===== config.mk =====
export PLATFORM = sky130hd
export DESIGN_NAME = branch_predictor
export DESIGN_NICKNAME = d
export VERILOG_FILES = /design/src/rtl/bp_pkg.sv /design/src/rtl/bp_sat_counter.sv /design/src/rtl/branch_predictor.sv
export SDC_FILE = /design/constraint.sdc
export NUM_CORES = 2
export LEC_CHECK = 0
export CORE_AREA = 2 2 285 498
export CTS_CLUSTER_DIAMETER = 150
export DETAILED_ROUTE_END_ITERATION = 10
export DIE_AREA = 0 0 287 500
export MAX_ROUTING_LAYER = met4
export PLACE_DENSITY = 0.56
export SYNTH_ARGS = -nofsm -noshare
export SYNTH_HDL_FRONTEND = slang
export SYNTH_SLANG_ARGS = --single-unit

===== constraint.sdc =====
create_clock -name Clk -period 9.9 [get_ports Clk]
set_input_delay 1.485 -clock Clk [delete_from_list [all_inputs] [get_ports Clk]]
set_output_delay 1.485 -clock Clk [all_outputs]
set_load 0.02 [all_outputs]

===== src/rtl/bp_pkg.sv =====
// Shared types for the fetch-stage branch predictor: direction-counter
// encodings, the allocation value and the default BTB entry layout.
package bp_pkg;

    typedef enum logic [1:0] {
        SNT = 2'd0,
        WNT = 2'd1,
        WT  = 2'd2,
        ST  = 2'd3
    } ctr_e;

    // New entries start weakly taken: one not-taken outcome flips them back.
    localparam ctr_e CTR_ALLOC = WT;

    localparam int BP_DW    = 32;
    localparam int BP_DEPTH = 16;
    localparam int BP_IDXW  = $clog2(BP_DEPTH);
    localparam int BP_TAGW  = BP_DW - BP_IDXW;

    typedef struct packed {
        logic               valid;
        logic [BP_TAGW-1:0] tag;
        logic [BP_DW-1:0]   target;
        ctr_e               ctr;
    } btb_entry_t;

    function automatic logic ctr_predicts_taken(input ctr_e c);
        return (c == WT) || (c == ST);
    endfunction

endpackage


===== src/rtl/bp_sat_counter.sv =====
// Two-bit saturating up/down direction counter, purely combinational
// next-state function.
module bp_sat_counter
    import bp_pkg::*;
(
    input  ctr_e i_ctr,
    input  logic i_taken,
    output ctr_e o_ctr
);

    always_comb begin
        o_ctr = i_ctr;
        if (i_taken) begin
            if (i_ctr != ST) o_ctr = ctr_e'(i_ctr + 2'd1);
        end else begin
            if (i_ctr != SNT) o_ctr = ctr_e'(i_ctr - 2'd1);
        end
    end

endmodule


===== src/rtl/branch_predictor.sv =====
// Direct-mapped BTB branch predictor with 2-bit direction counters.
// Optional statistics counters are enabled by defining BP_STATS_EN.
module branch_predictor
    import bp_pkg::*;
#(
    parameter  int DW    = BP_DW,
    parameter  int DEPTH = BP_DEPTH,
    localparam int IDXW  = $clog2(DEPTH)
) (
    input  logic          Clk,
    input  logic          Rst,
    input  logic [DW-1:0] PCF,
    input  logic [DW-1:0] PCPlus1F,
    output logic          PredTakenF,
    output logic [DW-1:0] PredPCF,
    input  logic          StallD,
    input  logic          FlushD,
    input  logic          BranchD,
    input  logic          TakenD,
    input  logic [DW-1:0] TargetD,
    input  logic [DW-1:0] PCD,
    output logic          MispredictD,
    output logic [DW-1:0] RecoverPCD,
    output logic [31:0]   BrCount,
    output logic [31:0]   MissCount
);

    localparam int TAGW = DW - IDXW;
    localparam logic [DW-1:0] PC_STEP = {{(DW-1){1'b0}}, 1'b1};

    logic            r_valid  [DEPTH];
    logic [TAGW-1:0] r_tag    [DEPTH];
    logic [DW-1:0]   r_target [DEPTH];
    ctr_e            r_ctr    [DEPTH];

    logic            r_pred_taken_d;
    logic [DW-1:0]   r_pred_target_d;

    logic [IDXW-1:0] w_f_idx;
    logic [TAGW-1:0] w_f_tag;
    logic            w_f_hit;
    logic [IDXW-1:0] w_u_idx;
    logic [TAGW-1:0] w_u_tag;
    logic            w_u_hit;
    logic            w_upd_en;
    ctr_e            w_ctr_next;

    // Fetch lookup reads registered state only, so a same-cycle update is invisible.
    assign w_f_idx    = PCF[IDXW-1:0];
    assign w_f_tag    = PCF[DW-1:IDXW];
    assign w_f_hit    = r_valid[w_f_idx] && (r_tag[w_f_idx] == w_f_tag);
    assign PredTakenF = w_f_hit && ctr_predicts_taken(r_ctr[w_f_idx]);
    assign PredPCF    = PredTakenF ? r_target[w_f_idx] : PCPlus1F;

    assign w_upd_en = BranchD && !StallD;
    assign w_u_idx  = PCD[IDXW-1:0];
    assign w_u_tag  = PCD[DW-1:IDXW];
    assign w_u_hit  = r_valid[w_u_idx] && (r_tag[w_u_idx] == w_u_tag);

    bp_sat_counter u_sat_counter (
        .i_ctr   (r_ctr[w_u_idx]),
        .i_taken (TakenD),
        .o_ctr   (w_ctr_next)
    );

    always_ff @(posedge Clk or negedge Rst) begin
        if (!Rst) begin
            for (int i = 0; i < DEPTH; i++) begin
                r_valid[i]  <= 1'b0;
                r_tag[i]    <= '0;
                r_target[i] <= '0;
                r_ctr[i]    <= SNT;
            end
        end else if (w_upd_en) begin
            if (w_u_hit) begin
                r_ctr[w_u_idx] <= w_ctr_next;
                if (TakenD) r_target[w_u_idx] <= TargetD;
            end else if (TakenD) begin
                r_valid[w_u_idx]  <= 1'b1;
                r_tag[w_u_idx]    <= w_u_tag;
                r_target[w_u_idx] <= TargetD;
                r_ctr[w_u_idx]    <= CTR_ALLOC;
            end
        end
    end

    // F/D prediction register; flush takes priority over stall.
    always_ff @(posedge Clk or negedge Rst) begin
        if (!Rst) begin
            r_pred_taken_d  <= 1'b0;
            r_pred_target_d <= '0;
        end else if (FlushD) begin
            r_pred_taken_d  <= 1'b0;
            r_pred_target_d <= '0;
        end else if (!StallD) begin
            r_pred_taken_d  <= PredTakenF;
            r_pred_target_d <= PredPCF;
        end
    end

    assign MispredictD = w_upd_en &&
                         ((TakenD != r_pred_taken_d) ||
                          (TakenD && (TargetD != r_pred_target_d)));
    assign RecoverPCD  = TakenD ? TargetD : (PCD + PC_STEP);

`ifdef BP_STATS_EN
    logic [31:0] r_br_count;
    logic [31:0] r_miss_count;

    function automatic logic [31:0] sat_inc32(input logic [31:0] v);
        return (v == 32'hFFFF_FFFF) ? v : v + 32'd1;
    endfunction

    always_ff @(posedge Clk or negedge Rst) begin
        if (!Rst) begin
            r_br_count   <= '0;
            r_miss_count <= '0;
        end else begin
            if (w_upd_en)    r_br_count   <= sat_inc32(r_br_count);
            if (MispredictD) r_miss_count <= sat_inc32(r_miss_count);
        end
    end

    assign BrCount   = r_br_count;
    assign MissCount = r_miss_count;
`else
    assign BrCount   = '0;
    assign MissCount = '0;
`endif

endmodule


==> results.yml <==
logic_synthesis:
  synth.most_common_cell: "dfrtp_1"
  ys_async_sr_fraction_pct: 100
  ys_seq_area_share_pct: 46.9
  synthTopCellsByArea: "dfrtp_1 (47%), mux2_2 (18%), mux4_2 (14%), nand2_1 (1.9%), clkbuf_1 (1.8%)"
  synth_cell_type_count: 77
  ys_ff_latch: 1041
  yosys_warnings: 0
  ys.flop_type: "dfrtp_1"
  netlist.area_leader.share_pct: 46.9
  yosysTopAreaCell: "dfrtp_1"
  synth_cells: 4146
  synth-edff-count: 0
  synth.cell_area_mm2: 0.0555
  yosys-top-cells-count: "dfrtp_1 (1,041), mux2_2 (910), mux4_2 (355)"
  synth_area_per_cell_um2: 13.4
clocking:
  cts_tree: "yes"
  clk_pin_slew_ps: 60
  cts.sinks: 1041
  clk_latency_ps: 740
  cts_setup_buffers: 0
  cts_resized: 0
  htreeDepth: 3
  hold_buffers: 0
  root_buffer: "clkbuf_16"
  clock_path_buffers: 3
  cts_buffers: 102
finish:
  fin_nets: 4276
  finish.utilization_pct: 44.6
  drive_above_1_share_pct: 38.4
  syn_to_final_growth_pct: 12.4
power_and_ir_drop:
  swShare_pct: 28.0
  report.power.total_mw: 11.3
  p_switching_mw: 3.16
  p_leak_nw: 27.4
  power.share.combinational_pct: 17.9
  p_clk_share_pct: 36.5
  p_seq_share_pct: 45.7
  intPower_mw: 8.12
  pwr_density_cell_mw_per_mm2: 181
  peakVddDrop_mv: 0.139
placement:
  hpwl_um: 126000
  port_buffers: 199
  pre_cts_ws_ps: 1820
  gp_congestion: 1.01
global_route:
  antenna_found_initial: 16
  track_usage_pct: 27.6
  grt_remaining_overflow: 0
  grt_max_degree: 180
  grt_pass1_wl_um: 280000
  grt_pass1_vias: 38300
timing:
  drv_slew: 0
  holdWs_ps: 502
  min_period_ps: 8150
  skew_ps: 38.3
  setup_viol: 0
  max_slew_margin_pct: 14.1
  fin_ws_ps: 1750
  tightest_slew_ps: 1290
  max_freq_ghz: 0.123
  fin_crit_sh_pct: 82.3
  finalSetupTns_ps: 0
  rsz0062_at_grt: "false"
  final_hold_viol_count: 0
die:
  die_h_um: 500
  core.rowCount: 182
  fp.coreArea_mm2: 0.140
  die_area_mm2: 0.144
  chipWidth_um: 287
  start_util_pct: 39.7
  io_pins: 264
worst_setup_path:
  slowest_delay_ps: 1160
  critPathMaxFanout: 71
  path_cells: "buf_8 -> buf_12 -> mux4_2 -> xnor2_1 -> o2111ai_1 -> o211ai_1 -> o221ai_1 -> nor2_4 -> nand4_1 -> nand2_1 -> clkdlybuf4s50_1"
  worstPathArrival_ps: 6670
  path_class: "input port to primary output"
  crit_required_ps: 8420
  critPathCaptureType: "primary output"
  cp-start-kind: "input port"
  worst_path_max_delay_cell: "nor2_4"
route:
  wl_per_cell_um: 31.6
  drc: 0
  vias: 37200
  vias_per_cell: 6.12
  ant_nets: 0
  dr.first_iter.drc_count: 3376
  dr.pass1.iters: 6
  drt_wl_total_um: 192000
run_status:
  status: "complete, no violations"
min_path:
  min_path_type: "flip-flop to flip-flop"
flow_run:
  drv_cap: 0
-- final timing paths --
| check | from | end | slack [ps] | depth (start not counted) |
|---|---|---|---|---|
| max in group asynchronous | Rst | r_tag[149] | 6750 | 3 |
| min | r_target[376] | r_target[376] | 500 | 1 |
| max reg2reg | r_tag[190] | r_tag[15] | 4200 | 10 |
| min reg2reg | r_target[376] | r_target[376] | 500 | 1 |
| min in group asynchronous | Rst | r_tag[381] | 830 | 1 |
| max | PCF[0] | PredPCF[7] | 1750 | 11 |
-- routing by layer --
layer | GRT usage [%] | vias to the layer above | wire length [µm]
met5 | - | - | 0
met3 | 4.66 | 476 | 11500
met2 | 44.1 | 1561 | 93700
met1 | 33.2 | 19900 | 74700
met4 | 15.5 | 0 | 12400
li1 | - | 15300 | -
-- worst max-delay path, delay by kind of cell --
family                    cells  cell delay, ps
AOI/OAI and AO/OA             3             970
xor gates and xnor gates      1             160
buffers and inverters         3            1690
muxes                         1             630
and+or+nand+nor               3            1550
-- registers in the layout, summed over array words and instances (netlist names) --
| name | count |
|---|---|
| r_pred_taken_d | 1 |
| r_target | 512 |
| r_pred_target_d | 32 |
| r_tag | 448 |
| r_valid | 16 |
| r_ctr | 32 |
-- power groups by stage --
stage	registers, mW	logic (mW)	clock network [mW]
after floorplan	5.08	1.36	0
after global placement	5.19	1.98	0
after detailed placement	5.22	2.00	0
after CTS	5.14	2.01	4.18
after global routing	5.21	2.12	4.36
final	5.15	2.01	4.11
-- layout by cell type (no fill, tap or decap), drive strengths merged, types with 64 or more instances in the layout --
| cell | instances |
|---|---|
| o21ai | 81 |
| xnor2 | 68 |
| buf | 128 |
| clkdlybuf4s50 | 189 |
| nor2 | 82 |
| mux4 | 355 |
| inv | 68 |
| nand3 | 77 |
| conb | 64 |
| nand2 | 282 |
| dfrtp | 1041 |
| clkbuf | 148 |
| mux2i | 71 |
| mux2 | 976 |
-- per-stage QoR --
stage               std cells  instance area [µm²]
finish                   6078                62400
global route             6076                62400
CTS                      6064                62400
detailed placement       5874                58900
global placement         5874                58900
floorplan                4209                55800
-- area by class of cell --
class / count / area, µm²
flip-flops and latches: 1041 / 26100
inverters: 65 / 245
clock buffers: 146 / 2950
fillers: 12800 / 77400
clock inverters: 44 / 526
multi-input cells: 2609 / 27300
repair buffers: 319 / 3030
well taps: 1840 / 2300
diodes: 14 / 35.0
-- cells by family (layout without fill, tap and decap cells) --
| family | after synthesis | after routing | synth area share (%) |
|---|---|---|---|
| adders and majority gates | 6 | 6 | 0.126 |
| DFF | 1041 | 1041 | 46.9 |
| and+or+nand+nor | 642 | 642 | 5.50 |
| other | 1 | 78 | 0.00675 |
| buffers and inverters | 559 | 574 | 4.90 |
| xor gates and xnor gates | 124 | 124 | 1.96 |
| muxes | 1402 | 1402 | 35.5 |
| AOI/OAI and AO/OA | 371 | 371 | 5.12 |
Note: power is estimated with default switching activity, not from simulation.
